`src/rtl/jump_pkg.sv`:
```
// Shared types and default sizes for the jump controller and its return stack.
package jump_pkg;

  localparam int D_DEF         = 6;
  localparam int LUT_IDX_DEF   = 4;
  localparam int STK_DEPTH_DEF = 4;

  // Encodings 6 and 7 are not named; they fall through to the NOP path.
  typedef enum logic [2:0] {
    BR_NOP  = 3'd0,
    BR_JMP  = 3'd1,
    BR_BZ   = 3'd2,
    BR_BNZ  = 3'd3,
    BR_CALL = 3'd4,
    BR_RET  = 3'd5
  } br_op_t;

endpackage

```
`src/rtl/ret_stack.sv`:
```
// Return-address LIFO. Depth saturates at STK_DEPTH and stops at 0; callers see
// full/empty and are expected to gate push/pop, but the stack also guards itself.
module ret_stack
  import jump_pkg::*;
#(
  parameter int D         = D_DEF,
  parameter int STK_DEPTH = STK_DEPTH_DEF
) (
  input  logic                         clk,
  input  logic                         reset,
  input  logic                         push,
  input  logic                         pop,
  input  logic [D-1:0]                 push_data,
  output logic [D-1:0]                 top,
  output logic [$clog2(STK_DEPTH):0]   depth,
  output logic                         full,
  output logic                         empty
);

  localparam int AW = $clog2(STK_DEPTH);
  localparam int DW = AW + 1;

  logic [D-1:0]  mem_q [STK_DEPTH];
  logic [D-1:0]  mem_d [STK_DEPTH];
  logic [DW-1:0] depth_q, depth_d;
  logic [AW-1:0] top_idx, wr_idx;

  assign full    = (depth_q == DW'(STK_DEPTH));
  assign empty   = (depth_q == '0);
  assign top_idx = AW'(depth_q - DW'(1));
  assign wr_idx  = AW'(depth_q);
  assign top     = empty ? '0 : mem_q[top_idx];
  assign depth   = depth_q;

  always_comb begin
    mem_d   = mem_q;
    depth_d = depth_q;
    if (push && !full) begin
      mem_d[wr_idx] = push_data;
      depth_d       = depth_q + DW'(1);
    end else if (pop && !empty) begin
      depth_d = depth_q - DW'(1);
    end
  end

  always_ff @(posedge clk or negedge reset) begin
    if (!reset) begin
      depth_q <= '0;
      for (int i = 0; i < STK_DEPTH; i++) begin
        mem_q[i] <= '0;
      end
    end else begin
      depth_q <= depth_d;
      mem_q   <= mem_d;
    end
  end

endmodule

```
`src/rtl/jump_ctrl.sv`:
```
// Control-flow redirect unit: decodes JMP/BZ/BNZ/CALL/RET into a combinational
// jump_en/target for the PC, with a writable target LUT and a return stack.
module jump_ctrl
  import jump_pkg::*;
#(
  parameter int D         = D_DEF,
  parameter int LUT_IDX   = LUT_IDX_DEF,
  parameter int STK_DEPTH = STK_DEPTH_DEF
) (
  input  logic                        clk,
  input  logic                        reset,
  input  logic [D-1:0]                prog_ctr,
  input  logic                        br_valid,
  input  logic [2:0]                  br_op,
  input  logic [LUT_IDX-1:0]          lut_idx,
  input  logic                        zero_flag,
  input  logic                        lut_we,
  input  logic [LUT_IDX-1:0]          lut_waddr,
  input  logic [D-1:0]                lut_wdata,
  output logic                        jump_en,
  output logic [D-1:0]                target,
  output logic [$clog2(STK_DEPTH):0]  stk_depth,
  output logic                        stk_ovf,
  output logic                        stk_udf
);

  localparam int LUT_N = 2 ** LUT_IDX;

  logic [D-1:0] lut_q [LUT_N];
  logic [D-1:0] lut_d [LUT_N];
  logic         ovf_q, ovf_d;
  logic         udf_q, udf_d;

  logic         push, pop;
  logic         stk_full, stk_empty;
  logic [D-1:0] stk_top;
  logic [D-1:0] ret_addr;
  logic [D-1:0] lut_rd;
  br_op_t       op;

  assign op       = br_op_t'(br_op);
  assign ret_addr = prog_ctr + D'(1);
  assign lut_rd   = lut_q[lut_idx];

  ret_stack #(
    .D         (D),
    .STK_DEPTH (STK_DEPTH)
  ) u_ret_stack (
    .clk       (clk),
    .reset     (reset),
    .push      (push),
    .pop       (pop),
    .push_data (ret_addr),
    .top       (stk_top),
    .depth     (stk_depth),
    .full      (stk_full),
    .empty     (stk_empty)
  );

  // Reads see registered LUT contents, so a same-cycle write stays invisible
  // until the next cycle. Decode is masked while reset is held low.
  always_comb begin
    jump_en = 1'b0;
    target  = '0;
    push    = 1'b0;
    pop     = 1'b0;
    ovf_d   = ovf_q;
    udf_d   = udf_q;
    lut_d   = lut_q;
    if (lut_we) begin
      lut_d[lut_waddr] = lut_wdata;
    end
    if (reset && br_valid) begin
      case (op)
        BR_JMP: begin
          jump_en = 1'b1;
          target  = lut_rd;
        end
        BR_BZ: begin
          jump_en = zero_flag;
          target  = zero_flag ? lut_rd : '0;
        end
        BR_BNZ: begin
          jump_en = !zero_flag;
          target  = zero_flag ? '0 : lut_rd;
        end
        BR_CALL: begin
          if (stk_full) begin
            ovf_d = 1'b1;
          end else begin
            jump_en = 1'b1;
            target  = lut_rd;
            push    = 1'b1;
          end
        end
        BR_RET: begin
          if (stk_empty) begin
            udf_d = 1'b1;
          end else begin
            jump_en = 1'b1;
            target  = stk_top;
            pop     = 1'b1;
          end
        end
        default: begin
          jump_en = 1'b0;
        end
      endcase
    end
  end

  always_ff @(posedge clk or negedge reset) begin
    if (!reset) begin
      ovf_q <= 1'b0;
      udf_q <= 1'b0;
      for (int i = 0; i < LUT_N; i++) begin
        lut_q[i] <= '0;
      end
    end else begin
      ovf_q <= ovf_d;
      udf_q <= udf_d;
      lut_q <= lut_d;
    end
  end

  assign stk_ovf = ovf_q;
  assign stk_udf = udf_q;

endmodule

```
`config.mk`:
```
export PLATFORM = sky130hd
export DESIGN_NAME = jump_ctrl
export DESIGN_NICKNAME = d
export VERILOG_FILES = /design/src/rtl/jump_pkg.sv /design/src/rtl/ret_stack.sv /design/src/rtl/jump_ctrl.sv
export SDC_FILE = /design/constraint.sdc
export NUM_CORES = 1
export LEC_CHECK = 0
export CAP_MARGIN = 20
export CORE_MARGIN = 2
export CORE_UTILIZATION = 40
export CTS_BUF_LIST = sky130_fd_sc_hd__clkbuf_4 sky130_fd_sc_hd__clkbuf_8
export CTS_CLUSTER_DIAMETER = 50
export DETAILED_ROUTE_END_ITERATION = 8
export GPL_ROUTABILITY_DRIVEN = 0
export HOLD_SLACK_MARGIN = 0.1
export RECOVER_POWER = 50
export SLEW_MARGIN = 25
export SYNTH_ARGS = -nofsm -noshare
export SYNTH_HDL_FRONTEND = slang
export SYNTH_SLANG_ARGS = --single-unit
```
`constraint.sdc`:
```
create_clock -name clk -period 7.2 [get_ports clk]
set_input_delay 1.44 -clock clk [delete_from_list [all_inputs] [get_ports clk]]
set_output_delay 1.44 -clock clk [all_outputs]
set_load 0.005 [all_outputs]
```
==> flow_metrics.py <==
metrics = {
    "setup_path": {
        "reg2reg_from": "u_ret_stack.depth[0]",
        "arrival_ns": 4.32,
        "start_kind": "primary input",
        "timing_worst_setup_path_type": "primary input to output pin",
        "path_max_fanout": 19,
        "crit_start": "lut_idx[3]",
        "endpoint_kind": "output pin",
        "required_ns": 5.76,
    },
    "layout": {
        "final_area_um2": 6910,
        "fin_util_pct": 47.4,
        "drive_above_1_share_pct": 15.9,
        "num-fill-cells": 1254,
        "area_growth_pct": 15.2,
        "layout.nets": 500,
        "diodes": 0,
    },
    "grt": {
        "grt_usage_pct": 17.5,
        "grt_pass1_vias": 3857,
        "antenna_found_initial": 0,
        "grt_pass1_wl_um": 21100,
        "grt_overflow_total": 0,
        "grt_max_degree": 73,
    },
    "cts": {
        "cts_max_path_buffers": 2,
        "numCtsBuffers": 17,
        "cts_setup_buffers": 0,
        "cts_resized": 0,
        "htreeDepth": 4,
        "clkTransAtPathRegs_ns": 0.07,
        "holdBufCountCts": 0,
        "cts-root-buf": "clkbuf_8",
        "cts.sinks": 125,
        "clock_latency_ns": 0.44,
        "tritoncts": "built",
    },
    "floorplan": {
        "rows": 44,
        "core_um2": 14600,
        "design.portCount": 40,
        "die_area_um2": 16000,
        "die_h_um": 126,
        "initial_utilization_pct": 41.1,
        "die_w_um": 126,
    },
    "yosys": {
        "netlist_area_um2": 6000,
        "synthSimpleGateAreaFrac_pct": 7.88,
        "ys_seq_area_share_pct": 52.1,
        "syn_nets": 466,
        "muxShareOfSynthArea_pct": 32.4,
        "yosysTopAreaCell": "dfrtp_1",
        "synth.area.top_cells": "dfrtp_1 52%, mux2_1 17%, mux4_2 10%",
        "ys_types": 34,
        "synth_compound_area_share_pct": 2.69,
        "synth_top_family_by_area": "multiplexers",
        "netlist_instances": 432,
        "ys_seq_elements": 125,
        "synth_xor_area_share_pct": 1.17,
        "synth-warning-count": 0,
        "synth_fa_ha_area_share_pct": 1.25,
        "synth_top_area_share_pct": 52.1,
        "synth_area_per_cell_um2": 13.9,
    },
    "run_status": {
        "status": "complete, but fails checks",
        "violations": "max-capacitance violations, max-slew violations",
    },
    "sta": {
        "setup-violations-final": 0,
        "rsz0062_at_grt": "no",
        "drv_slew": 75,
        "fin_setup_tns_ns": 0,
        "skew_ns": 0.00548,
        "max_slew_margin_pct": -45.3,
        "hold_viol": 0,
        "worst_slew_pin_slew_ns": 2.18,
        "fin_crit_ns": 5.76,
        "whs_ns": 0.473,
        "fmax_ghz": 0.174,
        "timing.final.crit_share_pct": 80.0,
    },
    "drt": {
        "drt_first_pass_iters": 5,
        "dr_total_vias": 3602,
        "drt-vias-per-instance": 5.43,
        "wl_per_cell_um": 19.6,
        "wirelength_um": 13000,
        "drc": 0,
        "postRouteAntennaNets": 0,
        "first_iter_violations": 259,
    },
    "placement": {
        "placed_cell_area_um2": 6490,
        "port-buffer-count": 39,
        "dp_hpwl_um": 9010,
    },
    "run": {
        "maxCapViolCount": 2,
    },
    "power_and_ir_drop": {
        "powerDensity_nw_per_um2": 303,
        "leakagePower_nw": 2.98,
        "p_total_w": 0.00209,
        "vdd_ir_drop_max_mv": 0.123,
    },
    "hold_path": {
        "hold_path_startpoint": "stk_udf",
        "hold_class": "register to register",
    },
}
[stage by stage]
| step | std cells | worst slack (ns) |
|---|---|---|
| 2_1_floorplan | 432 | 2.91 |
| 3_3_place_gp | 630 | 1.43 |
| 3_5_place_dp | 630 | 1.43 |
| 4_1_cts | 662 | 1.42 |
| 5_1_grt | 663 | 1.34 |
| 6_report | 663 | 1.44 |
[layout make-up]
| cell class | instances | area [um2] | share of cell area, % |
|---|---|---|---|
| Clock inverter | 6 | 80.1 | 1.16 |
| Clock buffer | 26 | 339 | 4.91 |
| Tap cell | 184 | 230 | 3.33 |
| Inverter | 3 | 11.3 | 0.163 |
| Multi-Input combinational cell | 277 | 2720 | 39.4 |
| Sequential cell | 125 | 3130 | 45.3 |
| Timing Repair Buffer | 42 | 398 | 5.76 |
[cells in the mapped netlist]
cell type / count
mux2_2: 12
mux2_1: 88
or3_1: 8
buf_6: 2
nor3b_2: 1
o21ai_1: 21
a221oi_1: 1
nand2b_1: 5
mux4_2: 27
nor3_1: 13
nand3b_1: 3
dfrtp_1: 125
a41o_1: 2
a21boi_0: 1
clkbuf_1: 21
buf_12: 1
mux2i_1: 13
ha_1: 6
xor2_1: 4
nand2_1: 31
a21oi_1: 1
nand4_1: 3
mux4_1: 3
nor3b_1: 1
nand4b_1: 1
nand3_1: 4
and2_1: 1
nor2b_1: 10
xnor2_1: 4
nor4bb_1: 1
buf_2: 3
a221oi_2: 1
inv_1: 3
nor2_1: 11
[routing by layer]
| layer | wire length [um] | share of wire [%] | vias up | GRT usage (%) |
|---|---|---|---|---|
| li1 | - | - | 1650 | - |
| met3 | 395 | 3.0 | 22 | 4.18 |
| met4 | 309 | 2.4 | 0 | 7.43 |
| met2 | 6410 | 49 | 53 | 27.9 |
| met1 | 5910 | 45 | 1877 | 23.0 |
| met5 | 0 | 0 | - | 0 |
[cells by family after synthesis]
group                      count (synthesis)
xor gates and xnor gates                   8
muxes                                    143
and+or+nand+nor                           93
DFF                                      125
adders and majority gates                  6
buffers and inverters                     30
AOI/OAI and AO/OA                         27
[placed cells by master (no fill, tap or decap), types with 4 or more instances in the layout]
cell / instances
clkbuf_8: 23
clkdlybuf4s50_1: 36
clkinv_2: 4
dfrtp_1: 125
ha_1: 6
mux2_1: 88
mux2_2: 12
mux2i_1: 13
mux4_2: 27
nand2_1: 31
nand2b_1: 5
nand3_1: 4
nor2_1: 11
nor2b_1: 10
nor3_1: 13
o21ai_1: 21
or3_1: 8
xnor2_1: 4
xor2_1: 4
[report_power, final]
part / internal, W / leakage, nW / switching, W
Sequential: 0.000888 / 1.56 / 0.000109
Combinational: 0.000269 / 1.20 / 0.000193
Clock: 0.000372 / 0.223 / 0.000261
Total: 0.00153 / 2.98 / 0.000563
[worst paths after layout]
check                      slack [ns]                     to  cells after the start
max                              1.44              target[2]                      7
min                              0.47                stk_udf                      1
max in group asynchronous        2.30              lut_q[57]                      3
min reg2reg                      0.47                stk_udf                      1
min in group asynchronous        1.03  u_ret_stack.mem_q[23]                      1
max reg2reg                      4.58   u_ret_stack.mem_q[1]                      5
[registers in the layout (all words and copies together) (netlist names)]
| name | cells |
|---|---|
| lut_q | 96 |
| u_ret_stack.mem_q | 24 |
| u_ret_stack.depth | 3 |
| stk_ovf | 1 |
| stk_udf | 1 |
[critical path, stage by stage]
cell	delay, ns
clkdlybuf4s50_1	1.16
buf_4	0.30
mux4_2	0.30
mux2i_1	0.17
nor3_1	0.06
or3_1	0.41
clkdlybuf4s50_1	0.46
Note: power is estimated with default switching activity, not from simulation.
